--- src/rtl/sig_monitor.sv ---
// rtl/sig_monitor.sv - passive store snooper with signature capture and expected-table check
//
// Watches the shared mem_* bus without driving it. During a run, stores that land
// in the signature window update the captured words byte-lane by byte-lane. A store
// to the done address ends the run and starts a word-by-word compare against the
// expected table. A run that never signals completion is ended by a cycle timeout.
module sig_monitor #(
  parameter logic [31:0] SIG_BASE  = 32'h0000_0100,
  parameter int unsigned SIG_WORDS = 4,
  parameter logic [31:0] DONE_ADDR = 32'h0000_01FC,
  parameter int unsigned TIMEOUT   = 800,
  parameter int unsigned CNT_W     = 16,
  localparam int unsigned IDX_W    = (SIG_WORDS > 1) ? $clog2(SIG_WORDS) : 1
) (
  input  logic             clk,
  input  logic             rst,
  input  logic             mem_valid,
  input  logic             mem_we,
  input  logic [31:0]      mem_addr,
  input  logic [31:0]      mem_wdata,
  input  logic [3:0]       mem_wstrb,
  input  logic             mem_ready,
  input  logic             start,
  input  logic             exp_we,
  input  logic [IDX_W-1:0] exp_idx,
  input  logic [31:0]      exp_data,
  output logic             busy,
  output logic             done,
  output logic             pass,
  output logic             timeout,
  output logic [IDX_W-1:0] fail_idx,
  output logic [CNT_W-1:0] cycles
);

  typedef enum logic [2:0] {
    S_IDLE  = 3'd0,
    S_RUN   = 3'd1,
    S_CHECK = 3'd2,
    S_PASS  = 3'd3,
    S_FAIL  = 3'd4
  } state_e;

  // Counter saturation value and the timeout threshold clamped to what the counter can hold.
  localparam logic [CNT_W-1:0] CNT_MAX = '1;
  localparam logic [CNT_W-1:0] TO_CNT  =
    (64'(TIMEOUT) > 64'(CNT_MAX)) ? CNT_MAX : CNT_W'(TIMEOUT);

  state_e state_q, state_d;

  logic [31:0]      sig_q [SIG_WORDS];
  logic [31:0]      sig_d [SIG_WORDS];
  logic [31:0]      exp_q [SIG_WORDS];
  logic [31:0]      exp_d [SIG_WORDS];
  logic [CNT_W-1:0] cycles_q, cycles_d;
  logic [IDX_W-1:0] chk_idx_q, chk_idx_d;
  logic [IDX_W-1:0] fail_idx_q, fail_idx_d;
  logic             timeout_q, timeout_d;

  logic             wr_beat;
  logic [29:0]      win_off;
  logic             win_hit;
  logic             done_hit;
  logic [CNT_W-1:0] cycles_inc;
  logic             timeout_hit;
  logic             chk_match;
  logic             chk_last;

  // Byte-offset bits of the snooped address carry no meaning for word-granular decode.
  logic unused_addr_lsbs;
  assign unused_addr_lsbs = ^mem_addr[1:0];

  // Bus decode: a write beat needs a handshake, write enable and at least one strobe.
  always_comb begin
    wr_beat     = mem_valid & mem_ready & mem_we & (|mem_wstrb);
    // Unsigned word offset from the window base; addresses below the base wrap to huge values.
    win_off     = mem_addr[31:2] - SIG_BASE[31:2];
    win_hit     = wr_beat && ({2'b00, win_off} < SIG_WORDS);
    done_hit    = wr_beat && (mem_addr[31:2] == DONE_ADDR[31:2]);
    cycles_inc  = (cycles_q == CNT_MAX) ? cycles_q : cycles_q + 1'b1;
    timeout_hit = (cycles_inc == TO_CNT);
    chk_match   = (sig_q[chk_idx_q] == exp_q[chk_idx_q]);
    chk_last    = (32'(chk_idx_q) == SIG_WORDS - 1);
  end

  // State register.
  always_ff @(posedge clk) begin
    if (rst) begin
      state_q <= S_IDLE;
    end else begin
      state_q <= state_d;
    end
  end

  // Next-state logic; a done beat takes priority over a timeout landing on the same cycle.
  always_comb begin
    state_d = state_q;
    case (state_q)
      S_IDLE: begin
        if (start) state_d = S_RUN;
      end
      S_RUN: begin
        if (done_hit)         state_d = S_CHECK;
        else if (timeout_hit) state_d = S_FAIL;
      end
      S_CHECK: begin
        if (!chk_match)    state_d = S_FAIL;
        else if (chk_last) state_d = S_PASS;
      end
      S_PASS:  state_d = S_PASS;
      S_FAIL:  state_d = S_FAIL;
      default: state_d = S_IDLE;
    endcase
  end

  // Outputs decoded from the current state.
  always_comb begin
    busy = (state_q == S_RUN) || (state_q == S_CHECK);
    done = (state_q == S_PASS) || (state_q == S_FAIL);
    pass = (state_q == S_PASS);
  end

  assign timeout  = timeout_q;
  assign fail_idx = fail_idx_q;
  assign cycles   = cycles_q;

  // Datapath next values: table loads in IDLE, capture and counting in RUN, compare walk in CHECK.
  always_comb begin
    sig_d      = sig_q;
    exp_d      = exp_q;
    cycles_d   = cycles_q;
    chk_idx_d  = chk_idx_q;
    fail_idx_d = fail_idx_q;
    timeout_d  = timeout_q;

    case (state_q)
      S_IDLE: begin
        for (int unsigned w = 0; w < SIG_WORDS; w++) begin
          if (exp_we && (32'(exp_idx) == w)) begin
            exp_d[w] = exp_data;
          end
        end
        if (start) begin
          for (int unsigned w = 0; w < SIG_WORDS; w++) begin
            sig_d[w] = 32'h0;
          end
          cycles_d   = '0;
          chk_idx_d  = '0;
          fail_idx_d = '0;
          timeout_d  = 1'b0;
        end
      end
      S_RUN: begin
        cycles_d  = cycles_inc;
        chk_idx_d = '0;
        for (int unsigned w = 0; w < SIG_WORDS; w++) begin
          if (win_hit && (win_off == 30'(w))) begin
            for (int b = 0; b < 4; b++) begin
              if (mem_wstrb[b]) sig_d[w][8*b +: 8] = mem_wdata[8*b +: 8];
            end
          end
        end
        if (!done_hit && timeout_hit) begin
          timeout_d = 1'b1;
        end
      end
      S_CHECK: begin
        if (!chk_match) begin
          fail_idx_d = chk_idx_q;
        end else if (!chk_last) begin
          chk_idx_d = chk_idx_q + 1'b1;
        end
      end
      default: begin
      end
    endcase
  end

  // Datapath registers; reset clears captured words, expected table and all status.
  always_ff @(posedge clk) begin
    if (rst) begin
      for (int unsigned w = 0; w < SIG_WORDS; w++) begin
        sig_q[w] <= 32'h0;
        exp_q[w] <= 32'h0;
      end
      cycles_q   <= '0;
      chk_idx_q  <= '0;
      fail_idx_q <= '0;
      timeout_q  <= 1'b0;
    end else begin
      sig_q      <= sig_d;
      exp_q      <= exp_d;
      cycles_q   <= cycles_d;
      chk_idx_q  <= chk_idx_d;
      fail_idx_q <= fail_idx_d;
      timeout_q  <= timeout_d;
    end
  end

endmodule

--- config.mk ---
export PLATFORM = sky130hd
export DESIGN_NAME = sig_monitor
export DESIGN_NICKNAME = d
export VERILOG_FILES = /design/src/rtl/sig_monitor.sv
export SDC_FILE = /design/constraint.sdc
export NUM_CORES = 1
export LEC_CHECK = 0
export BUFFER_PORTS_ARGS = -buffer_cell sky130_fd_sc_hd__buf_2
export CAP_MARGIN = 20
export CELL_PAD_IN_SITES_DETAIL_PLACEMENT = 0
export CELL_PAD_IN_SITES_GLOBAL_PLACEMENT = 1
export CORE_AREA = 2 2 213 173
export CTS_BUF_LIST = sky130_fd_sc_hd__clkbuf_4
export DETAILED_ROUTE_END_ITERATION = 10
export DIE_AREA = 0 0 215 175
export PLACE_DENSITY_LB_ADDON = 0.1
export SLEW_MARGIN = 20
export SYNTH_ARGS = -nofsm -noshare
export SYNTH_HDL_FRONTEND = slang
export SYNTH_SLANG_ARGS = --single-unit
--- constraint.sdc ---
create_clock -name clk -period 3.67 [get_ports clk]
set_clock_uncertainty 0.15 [all_clocks]
set_input_delay 0.1835 -clock clk [delete_from_list [all_inputs] [get_ports clk]]
set_output_delay 0.1835 -clock clk [all_outputs]
set_load 0.01 [all_outputs]
==> results of run 1 <==
==> worst register-to-register path: stages (launching register included) <==
cell      delay, ps
dfxtp_1         320
xor2_1          270
nor4_1          810
nand4_1         190
or4_1           430
o211ai_1        110
o31ai_1         110
buf_4           180
nor4_1          450
o22ai_1         170
==> layout make-up <==
cell class / count / area [µm²] / area share
sequential: 280 / 5610 / 0.367
multi-input combinational: 1052 / 6300 / 0.412
timing repair buffer: 247 / 1760 / 0.115
clock buffer: 123 / 923 / 0.0604
tap: 480 / 601 / 0.0393
inverter: 8 / 30.0 / 0.00196
antenna: 2 / 5.00 / 0.000327
clock inverter: 8 / 61.3 / 0.00401
==> logic make-up after synthesis <==
kind of cell               Yosys count  synth area share
muxes                                1          0.000816
adders and majority gates            2           0.00204
DFF                                280             0.457
AOI/OAI and AO/OA                  387             0.204
buffers and inverters               94            0.0310
xor gates and xnor gates           137            0.0978
and+or+nand+nor                    525             0.207
==> through the flow <==
step	cell area [µm²]	power, mW
5_1_grt	15300	7.01
6_report	15300	6.72
4_1_cts	15300	6.80
2_1_floorplan	12300	3.47
3_3_place_gp	13500	3.79
3_5_place_dp	13500	3.79
==> worst min-delay path by stage <==
stage                       startpoint        end  slack, ps  cells past startpoint
after floorplan           mem_wdata[8]  sig_q[72]        160                      1
after global placement         timeout    timeout        300                      1
after detailed placement       timeout    timeout        300                      1
after CTS                 mem_wstrb[0]  sig_q[70]        0.4                      4
after global routing      mem_wstrb[0]  sig_q[67]         20                      4
final                     mem_wstrb[0]  sig_q[70]         80                      4
==> registers in the layout (all words and copies together) (netlist names) <==
signal	flops
chk_idx_q	2
cycles	16
exp_q	128
fail_idx	2
sig_q	128
state_q	3
timeout	1
==> routing by layer <==
| layer | up-vias | track usage | part of all wire |
|---|---|---|---|
| li1 | 5600 | - | - |
| met1 | 5581 | 0.363 | 0.50 |
| met2 | 369 | 0.359 | 0.42 |
| met3 | 76 | 0.0473 | 0.062 |
| met4 | 0 | 0.0707 | 0.021 |
| met5 | - | 0 | 0 |
==> cells in the mapped netlist, types with 2 or more instances <==
| cell type | instances | area share |
|---|---|---|
| a2111oi_0 | 2 | 0.0014 |
| a31oi_1 | 8 | 0.0041 |
| o22ai_1 | 3 | 0.0015 |
| xnor2_1 | 54 | 0.039 |
| nor2_1 | 44 | 0.013 |
| and4_1 | 4 | 0.0029 |
| a22o_1 | 81 | 0.058 |
| xor2_1 | 83 | 0.059 |
| nand4_2 | 3 | 0.0031 |
| o21ai_0 | 19 | 0.0078 |
| buf_1 | 5 | 0.0015 |
| nor4b_1 | 3 | 0.0021 |
| nand3b_1 | 5 | 0.0031 |
| nor3_1 | 19 | 0.0078 |
| clkbuf_1 | 74 | 0.023 |
| a21oi_1 | 190 | 0.078 |
| and2_1 | 3 | 0.0015 |
| nor2b_1 | 7 | 0.0036 |
| a41oi_1 | 2 | 0.0014 |
| nand4b_1 | 4 | 0.0029 |
| nand2_1 | 281 | 0.086 |
| dfxtp_1 | 280 | 0.46 |
| o31ai_1 | 2 | 0.0012 |
| nand4_1 | 23 | 0.012 |
| o21ai_2 | 5 | 0.0036 |
| or3_1 | 7 | 0.0036 |
| and3_1 | 4 | 0.0020 |
| ha_1 | 2 | 0.0020 |
| or4_1 | 4 | 0.0024 |
| nor2_2 | 4 | 0.0020 |
| nor4_1 | 26 | 0.013 |
| a211oi_1 | 4 | 0.0024 |
| inv_1 | 7 | 0.0021 |
| buf_2 | 4 | 0.0016 |
| o21a_1 | 8 | 0.0049 |
| nand2b_1 | 2 | 0.0010 |
| o211ai_1 | 49 | 0.030 |
| nor2_4 | 9 | 0.0083 |
| a22oi_1 | 2 | 0.0012 |
| a311oi_1 | 3 | 0.0021 |
| nand3_1 | 63 | 0.026 |
| buf_6 | 3 | 0.0028 |
| nor4_4 | 2 | 0.0035 |
==> where the power goes <==
part	switching (mW)	leakage, nW	internal, mW
combinational	0.449	3.08	0.223
sequential	0.0312	2.26	3.08
clock	1.36	0.595	1.57
==> impl_metrics.py, run 1 <==
metrics = {
    "clocking": {
        "holdBufCountCts": 81,
        "tritoncts": "yes",
        "post-cts-setup-buffers": 0,
        "clockRootBuffer": "clkbuf_4",
        "ctsHtreeMaxLevel": 3,
        "clock-sinks": 280,
        "clk_pin_slew_worst_paths_ps": 70,
        "cts_buffers": 77,
        "clk_path_buf_depth": 3,
        "worstSkewPairLatency_ps": 740,
        "cts.repair.resized": 0,
    },
    "global_route": {
        "grt_pass1_vias": 11400,
        "antenna_found_initial": 1,
        "grt_use_total": 0.245,
        "grt_max_degree": 96,
        "grt_pass1_wl_um": 70000,
        "grt_overflow": 0,
    },
    "power_and_ir_drop": {
        "p_leak_nw": 5.94,
        "p_per_area_mw_per_mm2": 439,
        "ir_worst_vdd_v": 0.000174,
    },
    "synthesis": {
        "yosys_warnings": 0,
        "synthFlopType": "dfxtp_1",
        "synth.avg_cell_area_um2": 8.60,
        "async_flop_share": 0,
        "syn_inst": 1426,
        "syn_area_mm2": 0.0123,
        "ys_ff_latch": 280,
        "syn_nets": 1537,
        "synth-edff-count": 0,
        "synth_cell_type_count": 62,
        "seq_area_frac_synth": 0.457,
    },
    "sta": {
        "relSlewSlack": 0.362,
        "fin_setup_tns_ps": 0,
        "fmax_ghz": 0.302,
        "grt_setup_unrepaired": "false",
        "timing.final.crit_share": 0.903,
        "setup_viol": 0,
        "min_period_ps": 3310,
        "worstMarginPinSlew_ps": 955,
        "slew_viol_final": 0,
        "worst_slack_ps": 357,
        "hold_violations": 0,
        "hold_slack_ps": 77.6,
    },
    "finish": {
        "utilization": 0.430,
        "final_cell_mix": "nand2_1, dfxtp_1, a21oi_1, buf_2, clkbuf_4",
        "drive_gt1_frac": 0.191,
        "syn2layout_area_growth_pct": 24.6,
        "nets": 1777,
        "fillers": 3739,
        "final-instance-count-excl-fill": 2200,
    },
    "critical_path": {
        "r2r_end": "chk_idx_q[0]",
        "cpPeakStageDelay_ps": 800,
        "critPathLaunch": "exp_q[125]",
        "arrival_ps": 3730,
        "path_max_fanout": 7,
        "crit_path_frequent_cell": "nor4_1",
        "worstPathCellList": "xor2_1 -> nor4_1 -> nand4_1 -> or4_1 -> o211ai_1 -> o31ai_1 -> buf_4 -> nor4_1 -> o22ai_1",
        "worstPathRequired_ps": 4080,
        "crit_buf_inv": 1,
        "cp-end-kind": "register",
        "crit_path_start_kind": "register",
        "r2r_cells": 9,
        "endpoint": "chk_idx_q[0]",
        "r2r_slack_ps": 360,
        "worstReg2RegStart": "exp_q[125]",
        "crit_slowest_cell": "nor4_1",
        "worst-path-stages": 9,
        "crit_type": "reg -> reg",
        "cp_top_family": "simple AND/OR/NAND/NOR gates",
    },
    "placed_design": {
        "io_buffers": 128,
        "place_hpwl_um": 31400,
        "gp_congestion": 0.845,
        "pre_cts_slack_ps": 280,
        "placedCellCount": 1986,
    },
    "worst_hold_path": {
        "hp-class": "in -> reg",
    },
    "drt": {
        "vias_per_cell": 5.28,
        "ant_nets": 0,
        "wire_per_inst_um": 21.2,
        "num_vias": 11600,
        "drc": 0,
        "first_pass_iters": 5,
        "drtIter0Drc": 824,
        "finalWirelength_um": 46600,
    },
    "run": {
        "maxCapViolCount": 0,
    },
    "floorplan": {
        "die_y_um": 175,
        "row_count": 62,
        "initial_core_util": 0.345,
        "core_area_mm2": 0.0355,
        "ioPinCount": 131,
        "dieArea_mm2": 0.0376,
        "die_w_um": 215,
    },
    "outcome": {
        "status": "complete, no violations",
    },
}
Power figures use the tool's default switching activity.
==> inputs of run 2 (changes only) <==
Clock period 3.67 ns to 4 ns, I/O delays scaled along.
==> impl_metrics.py, run 2 (synthesis results as in run 1) <==
metrics = {
    "sta": {
        "setup_viol": 0,
        "hold_slack_ps": 65.9,
        "slew_viol_final": 0,
        "timing.final.crit_share": 0.830,
        "hold_violations": 0,
        "fmax_ghz": 0.301,
        "worst_slack_ps": 678,
        "worstMarginPinSlew_ps": 1000,
        "grt_setup_unrepaired": "false",
        "min_period_ps": 3320,
        "fin_setup_tns_ps": 0,
        "relSlewSlack": 0.331,
    },
    "clocking": {
        "cts_buffers": 78,
        "clockRootBuffer": "clkbuf_4",
        "clk_pin_slew_worst_paths_ps": 70,
        "post-cts-setup-buffers": 0,
        "tritoncts": "yes",
        "ctsHtreeMaxLevel": 3,
        "worstSkewPairLatency_ps": 720,
        "cts.repair.resized": 0,
        "clk_path_buf_depth": 3,
        "holdBufCountCts": 77,
        "clock-sinks": 280,
    },
    "power_and_ir_drop": {
        "ir_worst_vdd_v": 0.000178,
        "p_total_mw": 6.14,
        "p_per_area_mw_per_mm2": 403,
        "p_leak_nw": 5.89,
    },
    "drt": {
        "first_pass_iters": 7,
        "ant_nets": 0,
        "vias_per_cell": 5.32,
        "drtIter0Drc": 964,
        "num_vias": 11700,
        "finalWirelength_um": 46600,
        "drc": 0,
        "wire_per_inst_um": 21.3,
    },
    "critical_path": {
        "r2r_end": "chk_idx_q[0]",
        "worstReg2RegStart": "exp_q[125]",
        "r2r_cells": 9,
        "path_max_fanout": 7,
        "crit_path_start_kind": "register",
        "cp-end-kind": "register",
        "r2r_slack_ps": 680,
        "crit_type": "reg -> reg",
        "arrival_ps": 3740,
        "worstPathRequired_ps": 4410,
    },
    "worst_hold_path": {
        "holdPathStages": 5,
        "hold_end": "exp_q[103]",
        "hp-class": "in -> reg",
        "hp-start": "exp_idx[0]",
    },
    "floorplan": {
        "dieArea_mm2": 0.0376,
        "die_w_um": 215,
        "ioPinCount": 131,
        "initial_core_util": 0.345,
        "row_count": 62,
        "die_y_um": 175,
        "core_area_mm2": 0.0355,
    },
    "finish": {
        "syn2layout_area_growth_pct": 24.1,
        "final-instance-count-excl-fill": 2194,
        "nets": 1767,
        "final_cell_mix": "nand2_1, dfxtp_1, a21oi_1, clkbuf_4, buf_2",
        "utilization": 0.428,
        "drive_gt1_frac": 0.189,
        "fin_area_mm2": 0.0152,
    },
    "global_route": {
        "grt_max_degree": 64,
        "grt_use_total": 0.245,
        "antenna_found_initial": 1,
        "grt_pass1_vias": 11200,
        "grt_pass1_wl_um": 70000,
        "grt_overflow": 0,
    },
    "run": {
        "maxCapViolCount": 0,
    },
    "placed_design": {
        "io_buffers": 128,
        "placedCellCount": 1979,
        "pre_cts_slack_ps": 608,
        "place_hpwl_um": 31400,
        "post_dp_cell_area_mm2": 0.0135,
        "gp_congestion": 0.828,
    },
    "outcome": {
        "status": "complete, no violations",
    },
}
[run 2: worst max path at each step]
stage	from	end	slack (ps)	depth (start not counted)
after detailed placement	mem_addr[19]	sig_q[39]	610	10
after global placement	mem_addr[19]	sig_q[77]	640	8
final	exp_q[125]	chk_idx_q[0]	680	9
after CTS	exp_q[125]	chk_idx_q[0]	740	9
after floorplan	mem_addr[19]	sig_q[37]	1190	9
after global routing	exp_q[125]	chk_idx_q[0]	590	9
[run 2: critical path, cell delays in order (launching register included)]
cell and delay, ps:
dfxtp_1 330, xor2_1 260, nor4_1 760, nand4_1 140, or4_1 420, o211ai_1 130, o31ai_1 120, buf_4 180
nor4_1 500, o22ai_1 200
[run 2: layout make-up]
cell class,count,area [µm²]
diodes,1,2.50
clock buffers,128,961
clock inverters,9,37.5
fillers,3675,20300
inverters,8,30.0
multi-input cells,1052,6300
flip-flops and latches,280,5610
well taps,480,601
repair buffers,236,1690
[run 2: report_power, final]
part,switching (mW),total (mW),internal [mW]
clock,1.23,2.66,1.43
combinational,0.408,0.612,0.204
sequential,0.0305,2.86,2.83
[run 2: layer usage]
layer  vias up  GRT usage  routed length, µm  share of wire
met5         -          0                  0              0
met2       409      0.369              19900           0.43
met3        82     0.0392               2890          0.062
met1      5613      0.361              22900           0.49
li1       5577          -                  -              -
met4         0     0.0698               1030          0.022
